$ cat config.mk
export PLATFORM = sky130hd
export DESIGN_NAME = channel_fifo
export DESIGN_NICKNAME = d
export VERILOG_FILES = /design/src/rtl/channel_fifo_pkg.sv /design/src/rtl/channel_fifo_ctrl.sv /design/src/rtl/channel_fifo.sv
export SDC_FILE = /design/constraint.sdc
export NUM_CORES = 1
export LEC_CHECK = 0
export BUFFER_PORTS_ARGS = -buffer_cell sky130_fd_sc_hd__buf_2
export CAP_MARGIN = 20
export CORE_MARGIN = 5
export CORE_UTILIZATION = 40
export CTS_BUF_LIST = sky130_fd_sc_hd__clkbuf_16
export CTS_CLUSTER_DIAMETER = 30
export DETAILED_ROUTE_END_ITERATION = 10
export GPL_ROUTABILITY_DRIVEN = 0
export MAX_ROUTING_LAYER = met4
export PLACE_DENSITY = 0.59
export SYNTH_ARGS = -nofsm -noshare
export SYNTH_HDL_FRONTEND = slang
export SYNTH_SLANG_ARGS = --single-unit
$ cat constraint.sdc
create_clock -name clk -period 3.75 [get_ports clk]
set_input_delay 0.9375 -clock clk [delete_from_list [all_inputs] [get_ports clk]]
set_output_delay 0.9375 -clock clk [all_outputs]
set_load 0.01 [all_outputs]
$ cat src/rtl/channel_fifo_pkg.sv
// Shared channel definitions used by channel_fifo and the kernel wrappers.
// Latency: n/a (constants and an elaboration-time helper only).
// Backpressure: n/a.
package channel_fifo_pkg;

    localparam int CHANNEL_WIDTH_DEFAULT = 32;
    localparam int CHANNEL_DEPTH_DEFAULT = 16;

    // Ceiling log2, evaluated at elaboration time to size pointers and counters.
    function automatic int clog2(input int value);
        int result;
        result = 0;
        while ((1 << result) < value) begin
            result = result + 1;
        end
        return result;
    endfunction

endpackage

$ cat src/rtl/channel_fifo_ctrl.sv
// Pointer/occupancy control for a power-of-two channel FIFO.
// Latency: flags are registered-state decodes; a push shows on read_ready the next cycle.
// Backpressure: write_ready drops at DEPTH entries, read_ready drops at zero; rejected requests are ignored.
//
// Ports:
//   clk, rst            - clock, synchronous active-low reset
//   write_valid         - push request from the producer
//   read_valid          - pop request from the consumer
//   push, pop           - accepted-transfer strobes for the storage datapath
//   wr_ptr, rd_ptr      - storage addresses for this cycle's push/pop
//   read_ready          - FIFO holds at least one word
//   write_ready         - FIFO has at least one free entry
module channel_fifo_ctrl
    import channel_fifo_pkg::*;
#(
    parameter int DEPTH = CHANNEL_DEPTH_DEFAULT,
    parameter int AW    = clog2(DEPTH)
) (
    input  logic          clk,
    input  logic          rst,
    input  logic          write_valid,
    input  logic          read_valid,
    output logic          push,
    output logic          pop,
    output logic [AW-1:0] wr_ptr,
    output logic [AW-1:0] rd_ptr,
    output logic          read_ready,
    output logic          write_ready
);

    localparam logic [AW-1:0] PTR_ONE    = AW'(1);
    localparam logic [AW:0]   COUNT_ONE  = (AW + 1)'(1);
    localparam logic [AW:0]   COUNT_FULL = (AW + 1)'(DEPTH);

    logic [AW:0] count;
    logic [AW:0] count_next;

    // Flags decode only the registered count, so no input reaches an output
    // combinationally.
    assign read_ready  = (count != '0);
    assign write_ready = (count != COUNT_FULL);

    // A push while full or a pop while empty is simply not accepted. With
    // both requests at the empty/full boundaries, only the one the current
    // occupancy allows goes through; there is no write-to-read bypass.
    assign push = write_valid && write_ready;
    assign pop  = read_valid && read_ready;

    always_comb begin
        count_next = count;
        unique case ({push, pop})
            2'b10:   count_next = count + COUNT_ONE;
            2'b01:   count_next = count - COUNT_ONE;
            default: count_next = count;
        endcase
    end

    always_ff @(posedge clk) begin
        if (!rst) begin
            wr_ptr <= '0;
            rd_ptr <= '0;
            count  <= '0;
        end else begin
            if (push) begin
                wr_ptr <= wr_ptr + PTR_ONE;
            end
            if (pop) begin
                rd_ptr <= rd_ptr + PTR_ONE;
            end
            count <= count_next;
        end
    end

endmodule

$ cat src/rtl/channel_fifo.sv
// Synchronous FIFO channel linking a producer kernel's output to a consumer kernel's input.
// Latency: popped word appears on out_data the cycle after read_valid; pushed word is poppable the next cycle.
// Backpressure: write_ready low when full (pushes dropped), read_ready low when empty (pops ignored).
//
// Ports:
//   clk, rst     - clock, synchronous active-low reset
//   in_data      - word to push, taken when write_valid && write_ready
//   write_valid  - push request, one word per asserted cycle
//   read_valid   - pop request, one word per asserted cycle
//   out_data     - registered copy of the most recently popped word
//   read_ready   - FIFO non-empty
//   write_ready  - FIFO not full
module channel_fifo
    import channel_fifo_pkg::*;
#(
    parameter int WIDTH = CHANNEL_WIDTH_DEFAULT,
    parameter int DEPTH = CHANNEL_DEPTH_DEFAULT
) (
    input  logic             clk,
    input  logic             rst,
    input  logic [WIDTH-1:0] in_data,
    input  logic             write_valid,
    input  logic             read_valid,
    output logic [WIDTH-1:0] out_data,
    output logic             read_ready,
    output logic             write_ready
);

    localparam int AW = clog2(DEPTH);

    logic [WIDTH-1:0] mem [DEPTH];
    logic             push;
    logic             pop;
    logic [AW-1:0]    wr_ptr;
    logic [AW-1:0]    rd_ptr;

    channel_fifo_ctrl #(
        .DEPTH (DEPTH),
        .AW    (AW)
    ) u_ctrl (
        .clk         (clk),
        .rst         (rst),
        .write_valid (write_valid),
        .read_valid  (read_valid),
        .push        (push),
        .pop         (pop),
        .wr_ptr      (wr_ptr),
        .rd_ptr      (rd_ptr),
        .read_ready  (read_ready),
        .write_ready (write_ready)
    );

    // Storage is not reset; gating the write with rst keeps a request that
    // coincides with reset from touching the array at all.
    always_ff @(posedge clk) begin
        if (rst && push) begin
            mem[wr_ptr] <= in_data;
        end
    end

    // When pushing and popping together at 0 < count < DEPTH the pointers
    // differ, so this read always sees the previously stored word.
    always_ff @(posedge clk) begin
        if (!rst) begin
            out_data <= '0;
        end else if (pop) begin
            out_data <= mem[rd_ptr];
        end
    end

endmodule

# Word level (Yosys, flattened, before mapping)
# Memory sizes are Yosys's and may differ from the RTL's. A register that Yosys moved wholly into a read port is not among the register bits.
# Cells that the tools add are included.
# totals
memories,1
regBits,13
in_bits,36
mem_bits_rw,512
out_inout_bits,34
wordCells,20
# classes
n_addsub,4
n_eq_ne,3
reduce_logical,6
muxes,3
# mem_list
memory,words,word_bits,rd,rd_clocked_by_memory_dff,wr,line_no,text
mem,16,32,1,1,1,channel_fifo.sv:31,logic [WIDTH-1:0] mem [DEPTH];
# op_table
operator,count
5-bit one-hot mux with 2 select lines,1
"4-bit by 1-bit adder with 4-bit output, second input constant",2
"5-bit by 1-bit adder with 5-bit output, second input constant",1
"5-bit inequality test, second input constant",1
5-bit nonzero test,1
"5-bit by 1-bit subtractor with 5-bit output, second input constant",1
1-bit logical AND,3
"2-bit by 1-bit == test with 1-bit output, second input constant",1
"2-bit == test, second input constant",1
1-bit 2-to-1 mux,2
2-bit nonzero test,1
1-bit zero test,1

# Logic depth before layout (Yosys ltp)
# depth
word_depth,5
ltp_mapped,11
depth_no_buf,11

# By module
# A second synthesis with hierarchy kept.
# unflattened
hier_cells,1299
area_unflattened_um2,21618.2
# by_module_without_submodules
module,cells_per_inst,instances,area_per_inst_um2,seq_area_each_um2
channel_fifo,1218,1,20870.0,16015.4
channel_fifo_ctrl,81,1,748.2,260.2

# Worst setup path before layout
# OpenSTA, ideal clock, no wires.
# synth_path
path_type,in2reg
startpoint,input rst
endpoint,memory mem[0][0] (netlist bit) (enable)
path_buffers,1
slack_ps,290
t_arrival_ps,3039
path_stages,3
required_ps,3329
cell_sequence,clkbuf_1 -> or3b_2 -> nor2_1
# synth_via
elab_chain_len,3
# synth_rtl
item,line_no,text
from (decl),channel_fifo.sv:20,"input logic rst,"
1-bit logical AND,channel_fifo.sv:56,if (rst && push) begin
1-bit 2-to-1 mux,channel_fifo.sv:56,
1-bit 2-to-1 mux (not written as such),channel_fifo.sv:57,mem[wr_ptr] <= in_data;
to (decl),channel_fifo.sv:31,
# Every way passes these cells.

# Worst setup path in the final report
# layout_path
startpoint,register u_ctrl.count[0]
endpoint,register u_ctrl.count[4]
# layout_via
elab_chain_len,4
elab_cells_between_ends,10
cone_classes,add/sub: 2; eq/ne: 3; mux: 1; reduce/logical: 4
# layout_rtl
item,line_no,text
from (decl),channel_fifo_ctrl.sv:35,logic [AW:0] count;
from (signal assigned),channel_fifo_ctrl.sv:70,count <= count_next;
5-bit nonzero test (*),channel_fifo_ctrl.sv:40,assign read_ready = (count != '0);
1-bit logical AND (*),channel_fifo_ctrl.sv:47,assign pop = read_valid && read_ready;
via pop,channel_fifo.sv:33,logic pop;
2-bit by 1-bit == test with 1-bit output or 2-bit == test (tied branches),channel_fifo_ctrl.sv:51,"unique case ({push, pop})"
5-bit one-hot mux with 2 select lines or 2-bit nonzero test (tied branches),-,
# The timed path passes the listed nets; every way through them passes the cells marked *.
# A chain may end at the register's enable or synchronous reset.

==> run metrics <==
maximum clock insertion buffer count=3; vertical die dimension=roughly 240 um; pwr dens=approximately 740 nW/um^2; arrival time of data at the critical path endpoint=3290 ps; count of buffers inserted at the top-level ports=between 60 and 70; count of final setup violators=0; drt pass-1 iters=5; sum of negative setup slack=0 ps; routed vias=approximately 10000; total count of hold-check failures in the final report=0; Worst-Margin Slew=about 800 ps; total congestion overflow=0; met2 routing resource usage after global routing=0.259; commonest cells after routing, fill and taps aside=sky130_fd_sc_hd__edfxtp_1 (512), sky130_fd_sc_hd__mux4_2 (128), sky130_fd_sc_hd__clkbuf_16 (112); overall routed net length=~45 mm; outcome=finished, final reports clean; GR peak layer=met2; origin of the worst setup path=u_ctrl.count[0]$_SDFFE_PN0P_; worst hold path class=reg -> reg; number of buffers inserted to repair setup after CTS=0; Peak supply drop=~630 uV; async set or reset register ratio after synthesis=0; 1st-iter DRT viols=about 600; half-perimeter wire length after placement=25.4 mm; Top Ports=70; via count of the first global-routing pass=10837; number of violations of the max-capacitance limit=0; post-synthesis instance total=roughly 960; Remaining DRCs=0; kind of end point of the critical path=flip-flop; Max Clock Freq=between 300 and 400 MHz; net count after synthesis=~1000; per-cell routed wire length=roughly 24 um; full die area=58300 sq um; # clock sinks=between 500 and 600; clock root buffer master=sky130_fd_sc_hd__clkbuf_16; core box area=around 53000 sq um; Max Fanout on Critical Path=8; ratio of cells with drive above 1 in the final layout=0.412; unique cell type count in the Yosys netlist=34; met1 track utilization from global routing=0.207; CTS tree=done; number of instances resized during post-cts repair=0; cts bufs inserted=110; total power=about 0.02 W; register area share after synthesis=0.759; fill count=around 4200; worst slew margin relative to its limit=0.464; smallest hold slack=~490 ps; reported leakage power=~9 nW; total routing usage reported by global routing=0.160; launch instance of the worst register-to-register path=u_ctrl.count[0]$_SDFFE_PN0P_; unrepaired setup endpoints after global routing=false; initial core utilization=0.406; area of the mapped netlist=~21000 sq um; reg-to-reg critical path endpoint=u_ctrl.count[4]$_SDFFE_PN0P_; ys flop type=sky130_fd_sc_hd__edfxtp_1; Area Overhead vs Synth=25.0%; most common cell after layout, fill and taps aside=sky130_fd_sc_hd__edfxtp_1; final cycle utilization of the critical path=0.737; Post-CTS Hold Fix Bufs=0; NumNets Final=1177; number of antenna violations at the first check in global routing=2; placement row count=84; depth of the CTS H-tree=3; post-synthesis average cell area=between 20 and 25 sq um; die span in x=around 240 um; max-slew violation count=0; classification of the worst setup path=reg -> reg; kind of launch point of the worst setup path=flip-flop; Post-Route Utilization=0.507; Setup Skew=approximately 27 ps; register bit total from synthesis=approximately 560; Post-synth EDFFs=512; number of nets with antenna violations after detailed routing=0; worst path required time=4280 ps; register-to-register path setup slack=about 990 ps; Critical path destination=u_ctrl.count[4]$_SDFFE_PN0P_; met3 Use GR=0.0354; clock-pin transition on the worst setup and hold timing paths=around 50 ps; latest clock arrival within the worst-skew pair=~640 ps; wire length of the first global-routing pass=approximately 70 mm; Period minus WS final=~2800 ps; Yosys warnings=0; number of cells traversed by the worst register-to-register path=10; average via count per standard cell=about 5.2; maximum number of pins on one net before global-route repair=44
==> worst min path at each step <==
stage | slack, ps | depth (start not counted) | to | startpoint
2_1_floorplan | 480 | 2 | u_ctrl.count[4]$_SDFFE_PN0P_ | u_ctrl.count[4]$_SDFFE_PN0P_
4_1_cts | 500 | 2 | out_data[22]$_SDFFE_PN0P_ | out_data[22]$_SDFFE_PN0P_
3_5_place_dp | 490 | 2 | out_data[22]$_SDFFE_PN0P_ | out_data[22]$_SDFFE_PN0P_
5_1_grt | 520 | 2 | out_data[22]$_SDFFE_PN0P_ | out_data[22]$_SDFFE_PN0P_
6_report | 490 | 2 | out_data[31]$_SDFFE_PN0P_ | out_data[31]$_SDFFE_PN0P_
3_3_place_gp | 480 | 2 | out_data[31]$_SDFFE_PN0P_ | out_data[31]$_SDFFE_PN0P_
==> cells by family (layout without fill, tap and decap cells) <==
family	Yosys count	after routing	synth area share
multiplexers	194	194	0.172
adder cells (fa/ha/maj)	10	10	0.00618
other	0	2	0
AO/OA/AOI/OAI	74	74	0.0287
XOR/XNOR	9	9	0.00368
flip-flops	557	557	0.759
buffers and inverters	58	330	0.0172
AND/OR/NAND/NOR	54	54	0.0134
==> power by group <==
| part | switching [W] | internal, W |
|---|---|---|
| logic | 0.00115 | 0.00114 |
| clock network | 0.00313 | 0.00698 |
| registers | 0.000262 | 0.00704 |
| total | 0.00454 | 0.0152 |
==> per-stage QoR <==
step | setup slack, ps | std cells | cell area [sq um]
final | 988 | 1918 | 26800
after global routing | 782 | 1918 | 26800
after CTS | 967 | 1916 | 26800
after detailed placement | 462 | 1707 | 22900
after global placement | 497 | 1707 | 22900
after floorplan | 290 | 956 | 21400
==> synth_stat cells, types with 2 or more instances <==
cell / instances / share of area
sky130_fd_sc_hd__dfxtp_1: 45 / 0.042
sky130_fd_sc_hd__and2_1: 10 / 0.0029
sky130_fd_sc_hd__a22oi_2: 30 / 0.018
sky130_fd_sc_hd__clkbuf_1: 13 / 0.0023
sky130_fd_sc_hd__nand4_1: 2 / 0.00058
sky130_fd_sc_hd__o21ai_0: 4 / 0.00093
sky130_fd_sc_hd__inv_1: 8 / 0.0014
sky130_fd_sc_hd__a21boi_2: 2 / 0.0011
sky130_fd_sc_hd__nand3_1: 2 / 0.00047
sky130_fd_sc_hd__buf_2: 13 / 0.0030
sky130_fd_sc_hd__ha_1: 9 / 0.0053
sky130_fd_sc_hd__mux2_4: 28 / 0.020
sky130_fd_sc_hd__nor2b_1: 4 / 0.0012
sky130_fd_sc_hd__xor2_1: 3 / 0.0012
sky130_fd_sc_hd__buf_4: 9 / 0.0032
sky130_fd_sc_hd__or3b_2: 2 / 0.00082
sky130_fd_sc_hd__edfxtp_1: 512 / 0.72
sky130_fd_sc_hd__mux4_2: 128 / 0.13
sky130_fd_sc_hd__o21ai_1: 32 / 0.0075
sky130_fd_sc_hd__mux2_2: 4 / 0.0021
sky130_fd_sc_hd__nor2_1: 17 / 0.0030
sky130_fd_sc_hd__buf_1: 5 / 0.00088
sky130_fd_sc_hd__a21oi_1: 3 / 0.00070
sky130_fd_sc_hd__nand2_1: 12 / 0.0021
sky130_fd_sc_hd__buf_12: 3 / 0.0028
sky130_fd_sc_hd__buf_6: 7 / 0.0037
sky130_fd_sc_hd__a22oi_1: 2 / 0.00070
sky130_fd_sc_hd__nand3b_1: 3 / 0.0011
sky130_fd_sc_hd__mux2i_1: 34 / 0.016
sky130_fd_sc_hd__xnor2_1: 6 / 0.0025
==> sequential cells by signal (all words and copies together), names as in the netlist <==
signal / flops
mem: 512
out_data: 32
u_ctrl.count: 5
u_ctrl.rd_ptr: 4
u_ctrl.wr_ptr: 4
==> routing by layer <==
| metal | wire length (um) | up-vias |
|---|---|---|
| met5 | 0 | - |
| met4 | 977 | 0 |
| met3 | 2040 | 79 |
| met2 | 22800 | 255 |
| met1 | 19500 | 5297 |
| li1 | - | 4390 |
==> cell type report <==
type,count,area [sq um],area share
Antenna cell,2,5.00,0.000187
Multi-Input combinational cell,341,4930,0.184
Tap cell,688,861,0.0321
Timing Repair Buffer,113,763,0.0285
Clock inverter,97,1140,0.0424
Clock buffer,112,2800,0.105
Inverter,8,30.0,0.00112
Sequential cell,557,16300,0.607
==> worst max-delay path, stage by stage, from the launching register on <==
cell and delay, ps:
sky130_fd_sc_hd__dfxtp_1 420, sky130_fd_sc_hd__nor4_4 100, sky130_fd_sc_hd__a21boi_2 400, sky130_fd_sc_hd__ha_1 330
sky130_fd_sc_hd__inv_1 100, sky130_fd_sc_hd__fa_1 400, sky130_fd_sc_hd__nor2b_1 120, sky130_fd_sc_hd__o21ai_0 110
sky130_fd_sc_hd__nand3_1 90, sky130_fd_sc_hd__or3b_2 450, sky130_fd_sc_hd__mux2i_1 120
(Power assumes the default switching activity.)
